**src/rtl/mac_tile_flex.sv**
```systemverilog
// mac_tile_flex: dual-mode systolic MAC tile, weight-stationary or output-stationary
// with double-buffered accumulators drained down a ROWS-deep column chain.
module mac_tile_flex #(
    parameter int BW      = 4,
    parameter int PSUM_BW = 16,
    parameter int SAT     = 0,
    parameter int ROWS    = 8
) (
    input  logic               clk,
    input  logic               reset,
    input  logic               mode,
    input  logic [BW-1:0]      in_w,
    output logic [BW-1:0]      out_e,
    input  logic [2:0]         inst_w,
    output logic [2:0]         inst_e,
    input  logic [PSUM_BW-1:0] in_n,
    output logic [PSUM_BW-1:0] out_s,
    output logic               out_s_valid,
    input  logic [BW-1:0]      wgt_n,
    output logic [BW-1:0]      wgt_s,
    output logic               drain_busy,
    output logic               drain_err
);
    localparam int DW = ROWS > 1 ? $clog2(ROWS) : 1;
    localparam logic [PSUM_BW-1:0] PMAX = {1'b0, {(PSUM_BW-1){1'b1}}};
    localparam logic [PSUM_BW-1:0] PMIN = {1'b1, {(PSUM_BW-1){1'b0}}};

    typedef enum logic {LOAD, RUN} ws_t;
    typedef enum logic {IDLE, DRAIN} os_t;

    ws_t ws_q, ws_d;
    os_t os_q, os_d;
    logic mode_q, wb, start, acc_idx;
    logic [BW-1:0] w_q;
    logic [DW-1:0] dcnt;
    logic [PSUM_BW-1:0] acc [2];
    logic [PSUM_BW-1:0] acc_base, ws_sum, os_sum;

    // base + zext(a) * signed(w), sign-extended, then clamped or wrapped
    function automatic logic [PSUM_BW-1:0] mac(input logic [PSUM_BW-1:0] base,
                                               input logic [BW-1:0] a,
                                               input logic [BW-1:0] w);
        logic signed [2*BW:0] p;
        logic signed [PSUM_BW:0] s;
        p = $signed({{BW{1'b0}}, a}) * $signed({{(BW+1){w[BW-1]}}, w});
        s = $signed({base[PSUM_BW-1], base}) + $signed({{(PSUM_BW-2*BW){p[2*BW]}}, p});
        return (SAT != 0 && s[PSUM_BW] != s[PSUM_BW-1]) ? (s[PSUM_BW] ? PMIN : PMAX) : s[PSUM_BW-1:0];
    endfunction

    // the bank being opened by a drain start begins from zero on that same edge
    assign start      = mode_q && os_q == IDLE && inst_w[2];
    assign acc_idx    = start ? ~wb : wb;
    assign acc_base   = start ? '0 : acc[wb];
    assign ws_sum     = mac(in_n, in_w, w_q);
    assign os_sum     = mac(acc_base, in_w, wgt_n);
    assign drain_busy = os_q == DRAIN;

    always_comb begin
        ws_d = (!mode_q && ws_q == LOAD && inst_w[0]) ? RUN : ws_q;
        os_d = os_q;
        if (start && ROWS > 1)
            os_d = DRAIN;
        else if (mode_q && os_q == DRAIN && dcnt == DW'(1))
            os_d = IDLE;
    end

    always_ff @(posedge clk) begin
        if (reset) begin
            mode_q      <= mode;
            ws_q        <= LOAD;
            os_q        <= IDLE;
            out_e       <= '0;
            inst_e      <= '0;
            out_s       <= '0;
            out_s_valid <= 1'b0;
            wgt_s       <= '0;
            w_q         <= '0;
            acc[0]      <= '0;
            acc[1]      <= '0;
            wb          <= 1'b0;
            dcnt        <= '0;
            drain_err   <= 1'b0;
        end else begin
            ws_q        <= ws_d;
            os_q        <= os_d;
            out_s_valid <= 1'b0;
            inst_e      <= {inst_w[2:1], (mode_q || ws_q == RUN) && inst_w[0]};
            if (inst_w[0] || inst_w[1])
                out_e <= in_w;
            if (!mode_q) begin
                if (ws_q == LOAD && inst_w[0])
                    w_q <= in_w;
                if (ws_q == RUN && inst_w[1]) begin
                    out_s       <= ws_sum;
                    out_s_valid <= 1'b1;
                end
            end else begin
                if (start) begin
                    out_s       <= acc[wb];
                    out_s_valid <= 1'b1;
                    acc[~wb]    <= '0;
                    wb          <= ~wb;
                    dcnt        <= DW'(ROWS - 1);
                end else if (os_q == DRAIN) begin
                    out_s       <= in_n;
                    out_s_valid <= 1'b1;
                    dcnt        <= dcnt - 1'b1;
                    if (inst_w[2])
                        drain_err <= 1'b1;
                end
                if (inst_w[1]) begin
                    acc[acc_idx] <= os_sum;
                    wgt_s        <= wgt_n;
                end
            end
        end
    end
endmodule

```
**config.mk**
```make
export PLATFORM = sky130hd
export DESIGN_NAME = mac_tile_flex
export DESIGN_NICKNAME = d
export VERILOG_FILES = /design/src/rtl/mac_tile_flex.sv
export SDC_FILE = /design/constraint.sdc
export NUM_CORES = 1
export LEC_CHECK = 0
export BUFFER_PORTS_ARGS = -buffer_cell sky130_fd_sc_hd__buf_2
export CORE_ASPECT_RATIO = 1.75
export CORE_MARGIN = 5
export CORE_UTILIZATION = 60
export DETAILED_ROUTE_END_ITERATION = 7
export PLACE_DENSITY = 0.81
export SLEW_MARGIN = 25
export SYNTH_ARGS = -nofsm -noshare
export SYNTH_HDL_FRONTEND = slang
export SYNTH_SLANG_ARGS = --single-unit
```
**constraint.sdc**
```tcl
create_clock -name clk -period 5.4 [get_ports clk]
set_input_delay 0.54 -clock clk [delete_from_list [all_inputs] [get_ports clk]]
set_output_delay 0.54 -clock clk [all_outputs]
set_load 0.02 [all_outputs]
```
==> key figures, run 1 <==
Run status
  • Status: completed

Logic synthesis
  • Area contributors post-synth: ha_1, edfxtp_1, dfxtp_1
  • Ys flop type: dfxtp_1
  • Post-synth EDFFs: 33
  • Mapped Area: slightly below 6000 um2
  • Synth Instances: between 600 and 700
  • Synth unique cells: between 50 and 60
  • Top cell type's share of synthesized area: 0.172
  • Synth warn: 0
  • Post-Syn Nets: around 770
  • Seq/Total Area, Yosys: 0.308
  • Syn Area/Cell: slightly above 9 um2
  • Yosys reg bits: between 70 and 80
  • Area leader, netlist: ha_1
  • Ys async rst share: 0

Layout
  • Share of layout cells above drive strength 1: 0.129
  • N_diodes: 0
  • Final Non-Filler Cells: 813
  • Reg area: between 1500 and 2000 um2
  • Footprint of the multi-input gates: between 3000 and 4000 um2
  • Final nets: a little over 800
  • FILL cells: 770
  • Final Instance Area: about 6500 um2
  • Area Overhead vs Synth: 11.9%

Timing
  • Setup Skew: 0.00872 ns
  • Crit share post-route: 0.837
  • Hold WS: 0.380 ns
  • Worst slew pin tran: about 0.92 ns
  • RSZ-0062 raised after global routing: false
  • Final Hold Viols: 0
  • Setup TNS: 0 ns
  • Post-layout minimum cycle time: about 4.5 ns
  • Fin. max-slew vios: 0
  • Max Clk Rate: 0.221 GHz
  • Setup violations, final: 0
  • Max transition margin: 0.388

Clock network
  • Htree depth: 3
  • CTS root buffer: clkbuf_16
  • Post_cts resized: 0
  • Longest Clk Path Bufs: 2
  • Number of CTS-inserted buffers: 9
  • Post-CTS Setup Repair Bufs: 0
  • Later-pin clock latency in the skew report: between 0.3 and 0.4 ns
  • Clock transition at the registers of the reported paths: approximately 0.06 ns
  • Hold buffer count at cts: 0
  • CTS tree: yes
  • TritonCTS Sinks: 73

Drt
  • Overall via count from detail_route: about 4900
  • DRC errors left: 0
  • Drt pass-1 iters: 7
  • Wire per inst: approximately 18 um
  • DR vias/cell: just over 6
  • Routed wire length: 14700 um
  • ANT nets after route: 0
  • Iter 0 DRT Violations: around 380

Worst setup path
  • Critical path startpoint: drain_busy
  • Worst reg2reg startpoint: drain_busy
  • Critical path type: reg2reg
  • CP Launch Type: flip-flop
  • Crit. End Element: flip-flop
  • CP Max Fanout: 13
  • Critical path arrival: 4.59 ns
  • WP data required: 5.48 ns

Pwr
  • Combinational Power Share: 0.334
  • Sequential power share: 0.336
  • VDD IR max: between 200 and 250 uV
  • PwrDens: between 300 and 400 nW/um2
  • Cell internal pwr: 1.28 mW
  • Clock Power Share: 0.330
  • P_leak: slightly above 3 nW
  • Switching Share: 0.347
  • NetSw: just under 0.7 mW

Global routing
  • Overall Global Routing Usage: 0.258
  • Pin count of the biggest net entering global routing: a little over 50
  • Total congestion overflow: 0
  • Initial antenna violation count: 0
  • Number of global-route vias before repair: between 5000 and 6000
  • First-pass GRT wire length: roughly 24000 um

Placement
  • HPWL Detailed: approximately 11000 um
  • RD Place Congestion: between 0.9 and 1
  • Number of port buffers: between 50 and 60
  • Placed Area: ~6200 um2
  • Placed Cells: 797

Worst hold path
  • Worst hold path class: in2reg
  • Worst Hold Launch: mode

Floorplan
  • Die Footprint: 11800 um2
  • DIE HEIGHT: 140 um
  • Core area: 9470 um2
  • Site row count: between 40 and 50
  • Io pins: 60
  • Die W: approximately 84 um
  • Initial Util: 0.615

Flow run
  • MaxCap Viol Count: 0
==> critical path: stages (launching register included) <==
cell and delay (ns):
dfxtp_1 0.62, nor2b_1 0.12, nand2_1 0.13, nand2_1 0.09, fa_1 0.50, fa_1 0.45
fa_1 0.55, inv_1 0.08, fa_1 0.47, a21o_1 0.17, a21oi_1 0.30, o21ai_0 0.22
a41oi_1 0.28, xor2_1 0.20, nor2_1 0.06
==> cells in the final DEF (no fill, tap or decap), drive strengths merged, types with 6 or more instances in the layout <==
cell type,synthesis,routed
a21oi,35,35
nand3,9,9
buf,13,65
o21a,8,8
and2,23,23
inv,43,45
nand2,50,50
nand2b,7,7
xnor2,13,13
o211ai,10,10
xor2,11,11
a21o,14,14
fa,22,22
dfxtp,40,40
o21ai,28,28
clkbuf,16,11
a31oi,6,6
edfxtp,33,33
ha,80,80
nor2,81,81
mux2i,21,21
or3,6,6
nor2b,7,7
a211oi,6,6
nor3,12,12
==> power groups by stage <==
stage | registers (mW) | logic, mW | clock network (mW)
after floorplan | 0.684 | 0.454 | 0
after global placement | 0.668 | 0.618 | 0
after detailed placement | 0.672 | 0.643 | 0
after CTS | 0.660 | 0.654 | 0.647
after global routing | 0.665 | 0.733 | 0.675
final | 0.660 | 0.656 | 0.649
==> cell families (layout without fill, tap and decap cells) <==
family                   after synthesis  count (layout)  share of synthesized area
buffers and inverters                 72             124                     0.0486
multiplexers                          23              23                     0.0400
XOR/XNOR                              24              24                     0.0361
AO/OA/AOI/OAI                        132             132                      0.148
flip-flops                            73              73                      0.308
AND/OR/NAND/NOR                      213             213                      0.171
adder cells (fa/ha/maj)              102             102                      0.248
==> worst paths after layout <==
kind,endpoint,slack [ns],depth (start not counted)
setup reg to reg,acc[1][12],0.88,14
hold reg to reg,out_s[7],0.45,2
hold / removal,mode_q,0.38,1
setup / recovery,acc[1][12],0.88,14
==> cell type report <==
cell class | instances | share of cell area
clock buffer | 11 | 0.0405
inverter | 43 | 0.0248
sequential | 73 | 0.275
timing repair buffer | 65 | 0.0523
tap | 122 | 0.0234
multi-input combinational | 494 | 0.575
clock inverter | 5 | 0.00884
==> cells in the mapped netlist (all sizes together) (2+ instances only) <==
library cell	number
inv	43
nor2	81
or2	2
a31oi	6
xnor2	13
nor3b	3
fa	22
mux2	2
nand2b	7
a21oi	35
and2	23
clkbuf	16
o221ai	2
o21a	8
or4b	2
mux2i	21
nand2	50
a21o	14
nor4	4
nand4	2
o211ai	10
o21ai	28
nor3	12
nor2b	7
a311oi	4
or3	6
a211o	2
o21bai	2
a22oi	4
o311a	2
a211oi	6
and3	4
edfxtp	33
buf	13
nand3	9
xor2	11
ha	80
dfxtp	40
==> metrics by stage <==
| step | util | setup WS [ns] | power [mW] |
|---|---|---|---|
| after floorplan | - | 0.857 | 1.14 |
| after global placement | 0.654 | 0.935 | 1.29 |
| after detailed placement | 0.654 | 0.795 | 1.31 |
| after CTS | 0.688 | 0.927 | 1.96 |
| after global routing | 0.688 | 0.622 | 2.07 |
| final | 0.688 | 0.882 | 1.97 |
==> metal layers <==
layer  vias up  wire [um]  part of all wire  track usage
li1       2342          -                 -            -
met5         -          0                 0            0
met3        63        741             0.050       0.0382
met4         0        776             0.053        0.146
met1      2327       5350              0.36        0.267
met2       182       7850              0.53        0.485
==> state kept, by name, summed over array words and instances, names as in the netlist, named ones only <==
signal and cells:
acc 32, drain_busy 1, w_q 4, inst_e 3
drain_err 1, wgt_s 4, wb 1, out_e 4
out_s_valid 1, mode_q 1, dcnt 3, ws_q 1
out_s 16
Power figures use the tool's default switching activity.
==> run 2, diff against run 1 <==
==> constraint.sdc (replaced) <==
create_clock -name clk -period 4.5 [get_ports clk]
set_input_delay 0.45 -clock clk [delete_from_list [all_inputs] [get_ports clk]]
set_output_delay 0.45 -clock clk [all_outputs]
set_load 0.02 [all_outputs]
==> key figures, run 2 (synthesis gave the netlist of run 1 again) <==
Drt
  • DR vias/cell: 6.19 (+2.4%)
  • Routed wire length: 15400 um (+4.6%)
  • Overall via count from detail_route: 5077 (+3.3%)
  • ANT nets after route: 0 (unchanged)
  • Wire per inst: 18.8 um (+3.7%)
  • Iter 0 DRT Violations: 407 (+8.2%)
  • DRC errors left: 0 (unchanged)
  • Drt pass-1 iters: 7 (unchanged)

Global routing
  • Number of global-route vias before repair: 5325 (+2.1%)
  • Overall Global Routing Usage: 0.269 (+0.0104)
  • Initial antenna violation count: 0 (unchanged)
  • Pin count of the biggest net entering global routing: 28 (-45%)
  • Total congestion overflow: 0 (unchanged)
  • First-pass GRT wire length: 25200 um (+3.4%)

Pwr
  • Combinational Power Share: 0.333 (about the same)
  • Clock Power Share: 0.342 (+0.012)
  • Sequential power share: 0.325 (-0.011)
  • P_leak: 3.10 nW (+1.1%)
  • VDD IR max: 266 uV (+15%)
  • PwrDens: 369 nW/um2 (+22%)
  • NetSw: 0.816 mW (+20%)
  • Cell internal pwr: 1.61 mW (+25%)
  • Total power: 2.43 mW (+23%)
  • Switching Share: 0.337 (-0.0102)

Clock network
  • Post_cts resized: 0 (unchanged)
  • CTS tree: yes
  • Longest Clk Path Bufs: 2 (unchanged)
  • Later-pin clock latency in the skew report: 0.35 ns (about the same)
  • Hold buffer count at cts: 0 (unchanged)
  • TritonCTS Sinks: 73 (unchanged)
  • CTS root buffer: clkbuf_16
  • Post-CTS Setup Repair Bufs: 0 (unchanged)
  • Number of CTS-inserted buffers: 9 (unchanged)
  • Clock transition at the registers of the reported paths: 0.06 ns (about the same)
  • Htree depth: 3 (unchanged)

Worst setup path
  • CP Launch Type: flip-flop
  • CP most frequent cell: fa_1
  • WP buf/inv: 1 (unchanged)
  • R2r endpoint: acc[1][12]
  • Critical path arrival: 4.36 ns (-0.23 ns)
  • WP data required: 4.58 ns (-0.90 ns)
  • Cells on worst reg2reg path: 13 (-1)
  • Crit. End Element: flip-flop
  • Max incr delay on CP: 0.55 ns (-0.07 ns)
  • Critical Path, Cell by Cell: mux2_2, nand2_1, fa_1, fa_1, fa_1, inv_1, fa_1, a21o_1, a21oi_1, o21ai_0, a41oi_1, xor2_1, nor2_1
  • Slowest CP cell: fa_1
  • Critical path type: reg2reg
  • CP Max Fanout: 3 (-10)
  • Crit path max-delay family: adder cells
  • FF-to-FF setup slack: 0.22 ns (-0.66 ns)

Layout
  • N_diodes: 0 (unchanged)
  • Number of flip-flops under the largest register name: 32 (unchanged)
  • Final nets: 825 (+0.86%)
  • FILL cells: 727 (-5.6%)
  • Area Overhead vs Synth: 13.1%
  • Commonest non-fill, non-tap cell in the layout: nor2_1
  • Biggest regs: acc x32, out_s x16
  • Reg area: 1790 um2 (unchanged)
  • Largest register by flop count: acc
  • Share of layout cells above drive strength 1: 0.136 (+0.00730)
  • Footprint of the multi-input gates: 3740 um2 (unchanged)
  • Most frequent cells in the layout: nor2_1, ha_1, buf_2, nand2_1, inv_1

Floorplan
  • Site row count: 47 (unchanged)
  • Core area: 9470 um2 (unchanged)
  • Initial Util: 0.615 (unchanged)
  • Die Footprint: 11800 um2 (unchanged)
  • Io pins: 60 (unchanged)
  • DIE HEIGHT: 140 um (unchanged)
  • Die W: 84.4 um (unchanged)

Timing
  • Setup Skew: 0.00895 ns (+0.000237 ns)
  • Hold WS: 0.305 ns (-0.0743 ns)
  • Post-layout minimum cycle time: 4.28 ns (-0.236 ns)
  • Crit share post-route: 0.951 (+0.115)
  • Max Clk Rate: 0.234 GHz (+5.5%)
  • RSZ-0062 raised after global routing: false
  • Setup violations, final: 0 (unchanged)
  • Max transition margin: 0.418 (+0.0307)
  • Setup TNS: 0 ns (unchanged)
  • Fin. max-slew vios: 0 (unchanged)
  • Final Hold Viols: 0 (unchanged)
  • Worst slew pin tran: 0.869 ns (-0.0459 ns)

Placement
  • RD Place Congestion: 0.962 (-1.7%)
  • Number of port buffers: 59 (unchanged)
  • HPWL Detailed: 11500 um (+3.0%)

Worst hold path
  • Hold EP: mode_q
  • Worst Hold Launch: mode
  • Worst hold path depth: 1 (unchanged)
  • Worst hold path class: in2reg

Run status
  • Status: completed

Flow run
  • MaxCap Viol Count: 0 (unchanged)
## run 2: cell types whose count changed in the layout (fill, tap and decap cells not counted)
| cell | delta |
|---|---|
| inv_6 | -2 |
| buf_4 | +7 |
| clkbuf_16 | -1 |
| clkbuf_8 | -1 |
| bufinv_16 | +2 |
| clkbuf_1 | +1 |
| clkinvlp_4 | +1 |
## run 2: worst register-to-register path: stages (launching register included)
cell	delay (ns)
dfxtp_1	0.38
mux2_2	0.38
nand2_1	0.09
fa_1	0.43
fa_1	0.48
fa_1	0.55
inv_1	0.07
fa_1	0.45
a21o_1	0.17
a21oi_1	0.21
o21ai_0	0.20
a41oi_1	0.33
xor2_1	0.21
nor2_1	0.06
## run 2: per-stage QoR
stage | setup slack [ns] | utilization | instance area (um2) | std cells
after global placement | 0.222 | 0.659 | 6240 | 804
after CTS | 0.251 | 0.695 | 6580 | 820
after floorplan | 0.0268 | - | 5820 | 639
after global routing | 0.108 | 0.695 | 6580 | 820
final | 0.218 | 0.695 | 6580 | 820
after detailed placement | 0.158 | 0.659 | 6240 | 804
## run 2: routing by layer
layer	global-route usage	wire length, um	up-vias	share of wire
li1	-	-	2356	-
met1	0.280	5570	2426	0.36
met2	0.487	8120	217	0.53
met3	0.0317	784	78	0.051
met4	0.193	917	0	0.060
met5	0	0	-	0
## run 2: how the worst max path moves through the flow
stage | start | endpoint | slack [ns] | depth (start not counted)
after floorplan | mode_q | acc[0][12] | 0.03 | 16
after global placement | inst_w[2] | acc[1][12] | 0.22 | 15
after detailed placement | inst_w[2] | acc[1][12] | 0.16 | 15
after CTS | flip-flop | acc[1][12] | 0.25 | 13
after global routing | flip-flop | acc[1][12] | 0.11 | 13
final | flip-flop | acc[1][12] | 0.22 | 13
## run 2: layout make-up
class / instances / area share
Clock inverter: 6 / 0.0164
Multi-Input combinational cell: 494 / 0.569
Tap cell: 122 / 0.0232
Timing Repair Buffer: 72 / 0.0597
Inverter: 43 / 0.0245
Clock buffer: 10 / 0.0348
Sequential cell: 73 / 0.272
## run 2: power groups by stage
stage | clock, mW | combinational (mW) | sequential [mW]
3_5_place_dp | 0 | 0.789 | 0.802
5_1_grt | 0.858 | 0.893 | 0.794
4_1_cts | 0.834 | 0.800 | 0.788
2_1_floorplan | 0 | 0.545 | 0.821
3_3_place_gp | 0 | 0.754 | 0.797
6_report | 0.829 | 0.808 | 0.788
==> run 3, diff against run 2 <==
--- a/config.mk
+++ b/config.mk
@@ -10,7 +10,7 @@
 export CORE_MARGIN = 5
 export CORE_UTILIZATION = 60
 export DETAILED_ROUTE_END_ITERATION = 7
-export PLACE_DENSITY = 0.81
+export PLACE_DENSITY_LB_ADDON = 0.1
 export SLEW_MARGIN = 25
 export SYNTH_ARGS = -nofsm -noshare
 export SYNTH_HDL_FRONTEND = slang
==> key figures, run 3 (synthesis gave the netlist of run 1 again) <==
Run status
  • Status: completed

Worst setup path
  • Critical path type: reg2reg
  • WP data required: 4.57 ns (about the same)
  • CP Launch Type: flip-flop
  • Crit. End Element: flip-flop
  • FF-to-FF setup slack: 0.26 ns (+0.04 ns)
  • R2r endpoint: acc[1][10]
  • Cells on worst reg2reg path: 13 (unchanged)
  • Critical path arrival: 4.31 ns (-0.05 ns)
  • CP Capture Point: acc[1][10]
  • CP Max Fanout: 3 (unchanged)

Clock network
  • CTS tree: yes
  • Longest Clk Path Bufs: 2 (unchanged)
  • Clock transition at the registers of the reported paths: 0.06 ns (about the same)
  • TritonCTS Sinks: 73 (unchanged)
  • Htree depth: 3 (unchanged)
  • Number of CTS-inserted buffers: 9 (unchanged)
  • CTS root buffer: clkbuf_16
  • Post-CTS Setup Repair Bufs: 0 (unchanged)
  • Later-pin clock latency in the skew report: 0.34 ns (about the same)
  • Post_cts resized: 0 (unchanged)
  • Hold buffer count at cts: 0 (unchanged)

Drt
  • ANT nets after route: 0 (unchanged)
  • Routed wire length: 14800 um (-4.0%)
  • DR vias/cell: 6.00 (-3.1%)
  • DRC errors left: 0 (unchanged)
  • Drt pass-1 iters: 5 (-2)
  • Wire per inst: 18.0 um (-4.0%)
  • Overall via count from detail_route: 4920 (-3.1%)
  • Iter 0 DRT Violations: 209 (-49%)

Pwr
  • PwrDens: 357 nW/um2 (-3.3%)
  • Clock Power Share: 0.323 (-0.019)
  • P_leak: 3.09 nW (-0.39%)
  • Total power: 2.34 mW (-3.6%)
  • NetSw: 0.796 mW (-2.4%)
  • Switching Share: 0.341 (+0.00387)
  • Combinational Power Share: 0.340 (+0.007)
  • VDD IR max: 240 uV (-9.8%)
  • Sequential power share: 0.336 (+0.011)
  • Cell internal pwr: 1.54 mW (-4.1%)

Global routing
  • Total congestion overflow: 0 (unchanged)
  • First-pass GRT wire length: 24300 um (-3.8%)
  • Number of global-route vias before repair: 5142 (-3.4%)
  • Pin count of the biggest net entering global routing: 51 (+82%)
  • Initial antenna violation count: 0 (unchanged)
  • Overall Global Routing Usage: 0.258 (-0.0105)

Floorplan
  • Die W: 84.4 um (unchanged)
  • Site row count: 47 (unchanged)
  • Io pins: 60 (unchanged)
  • Initial Util: 0.615 (unchanged)
  • Die Footprint: 11800 um2 (unchanged)
  • DIE HEIGHT: 140 um (unchanged)
  • Core area: 9470 um2 (unchanged)

Layout
  • Number of flip-flops under the largest register name: 32 (unchanged)
  • FILL cells: 756 (+4.0%)
  • Final Instance Area: 6560 um2 (-0.30%)
  • Largest register by flop count: acc
  • Commonest non-fill, non-tap cell in the layout: nor2_1
  • Share of layout cells above drive strength 1: 0.138 (+0.00143)
  • Area Overhead vs Synth: 12.7%
  • Final nets: 825 (unchanged)
  • Biggest regs: acc x32, out_s x16
  • N_diodes: 0 (unchanged)
  • Most frequent cells in the layout: nor2_1, ha_1, buf_2, nand2_1, inv_1
  • Final core utilization: 0.693 (-0.00211)

Timing
  • Max transition margin: 0.370 (-0.0483)
  • Hold WS: 0.282 ns (-0.0236 ns)
  • Setup Skew: 0.00610 ns (-0.00286 ns)
  • Crit share post-route: 0.942 (-0.00925)
  • Worst slew pin tran: 0.945 ns (+0.0756 ns)
  • Final Hold Viols: 0 (unchanged)
  • Post-layout minimum cycle time: 4.24 ns (-0.0416 ns)
  • Max Clk Rate: 0.236 GHz (+0.98%)
  • Setup violations, final: 0 (unchanged)
  • Fin. max-slew vios: 0 (unchanged)
  • RSZ-0062 raised after global routing: false
  • Setup TNS: 0 ns (unchanged)

Placement
  • Placed Area: 6240 um2 (unchanged)
  • RD Place Congestion: 0.895 (-7.0%)
  • HPWL Detailed: 11400 um (-0.54%)
  • Number of port buffers: 59 (unchanged)

Worst hold path
  • Worst Hold Launch: mode
  • Worst hold path class: in2reg

Flow run
  • MaxCap Viol Count: 0 (unchanged)
-- run 3: how the worst min path moves through the flow --
| stage | to | slack (ns) | cells after the start |
|---|---|---|---|
| 2_1_floorplan | dcnt[1] | 0.47 | 2 |
| 3_3_place_gp | out_e[0] | 0.44 | 2 |
| 3_5_place_dp | out_e[1] | 0.44 | 2 |
| 4_1_cts | mode_q | 0.28 | 1 |
| 5_1_grt | mode_q | 0.28 | 1 |
| 6_report | mode_q | 0.28 | 1 |
-- run 3: layer usage --
layer,vias to the layer above,share of wire,global-route usage
met2,169,0.55,0.495
met4,0,0.036,0.118
met1,2348,0.36,0.268
li1,2358,-,-
met5,-,0,0
met3,45,0.056,0.0423
-- run 3: power by group through the flow --
stage,sequential [mW],clock (mW),combinational (mW)
final,0.787,0.756,0.796
after global routing,0.792,0.790,0.895
after CTS,0.787,0.760,0.798
after detailed placement,0.801,0,0.790
after global placement,0.798,0,0.758
after floorplan,0.821,0,0.545
-- run 3: worst max-delay path, stage by stage (launching register included) --
cell and delay, ns:
dfxtp_1 0.37, mux2_2 0.37, nand2_1 0.10, fa_1 0.43, fa_1 0.49, fa_1 0.55
inv_1 0.07, fa_1 0.47, a21o_1 0.17, a21oi_1 0.20, o21ai_0 0.22, a31oi_1 0.25
xor2_1 0.21, nor2_1 0.07
-- run 3: final cells by class --
cell class / instances / area (um2) / area share
clock buffers: 12 / 267 / 0.0406
flip-flops and latches: 73 / 1790 / 0.273
repair buffers: 72 / 393 / 0.0599
multi-input cells: 494 / 3740 / 0.571
well taps: 122 / 153 / 0.0233
inverters: 43 / 161 / 0.0246
clock inverters: 4 / 50.0 / 0.00763
-- run 3: through the flow --
stage               cells  setup WS, ns
detailed placement    804         0.100
floorplan             639        0.0268
global placement      804         0.202
global route          820      0.000642
finish                820         0.260
CTS                   820         0.232
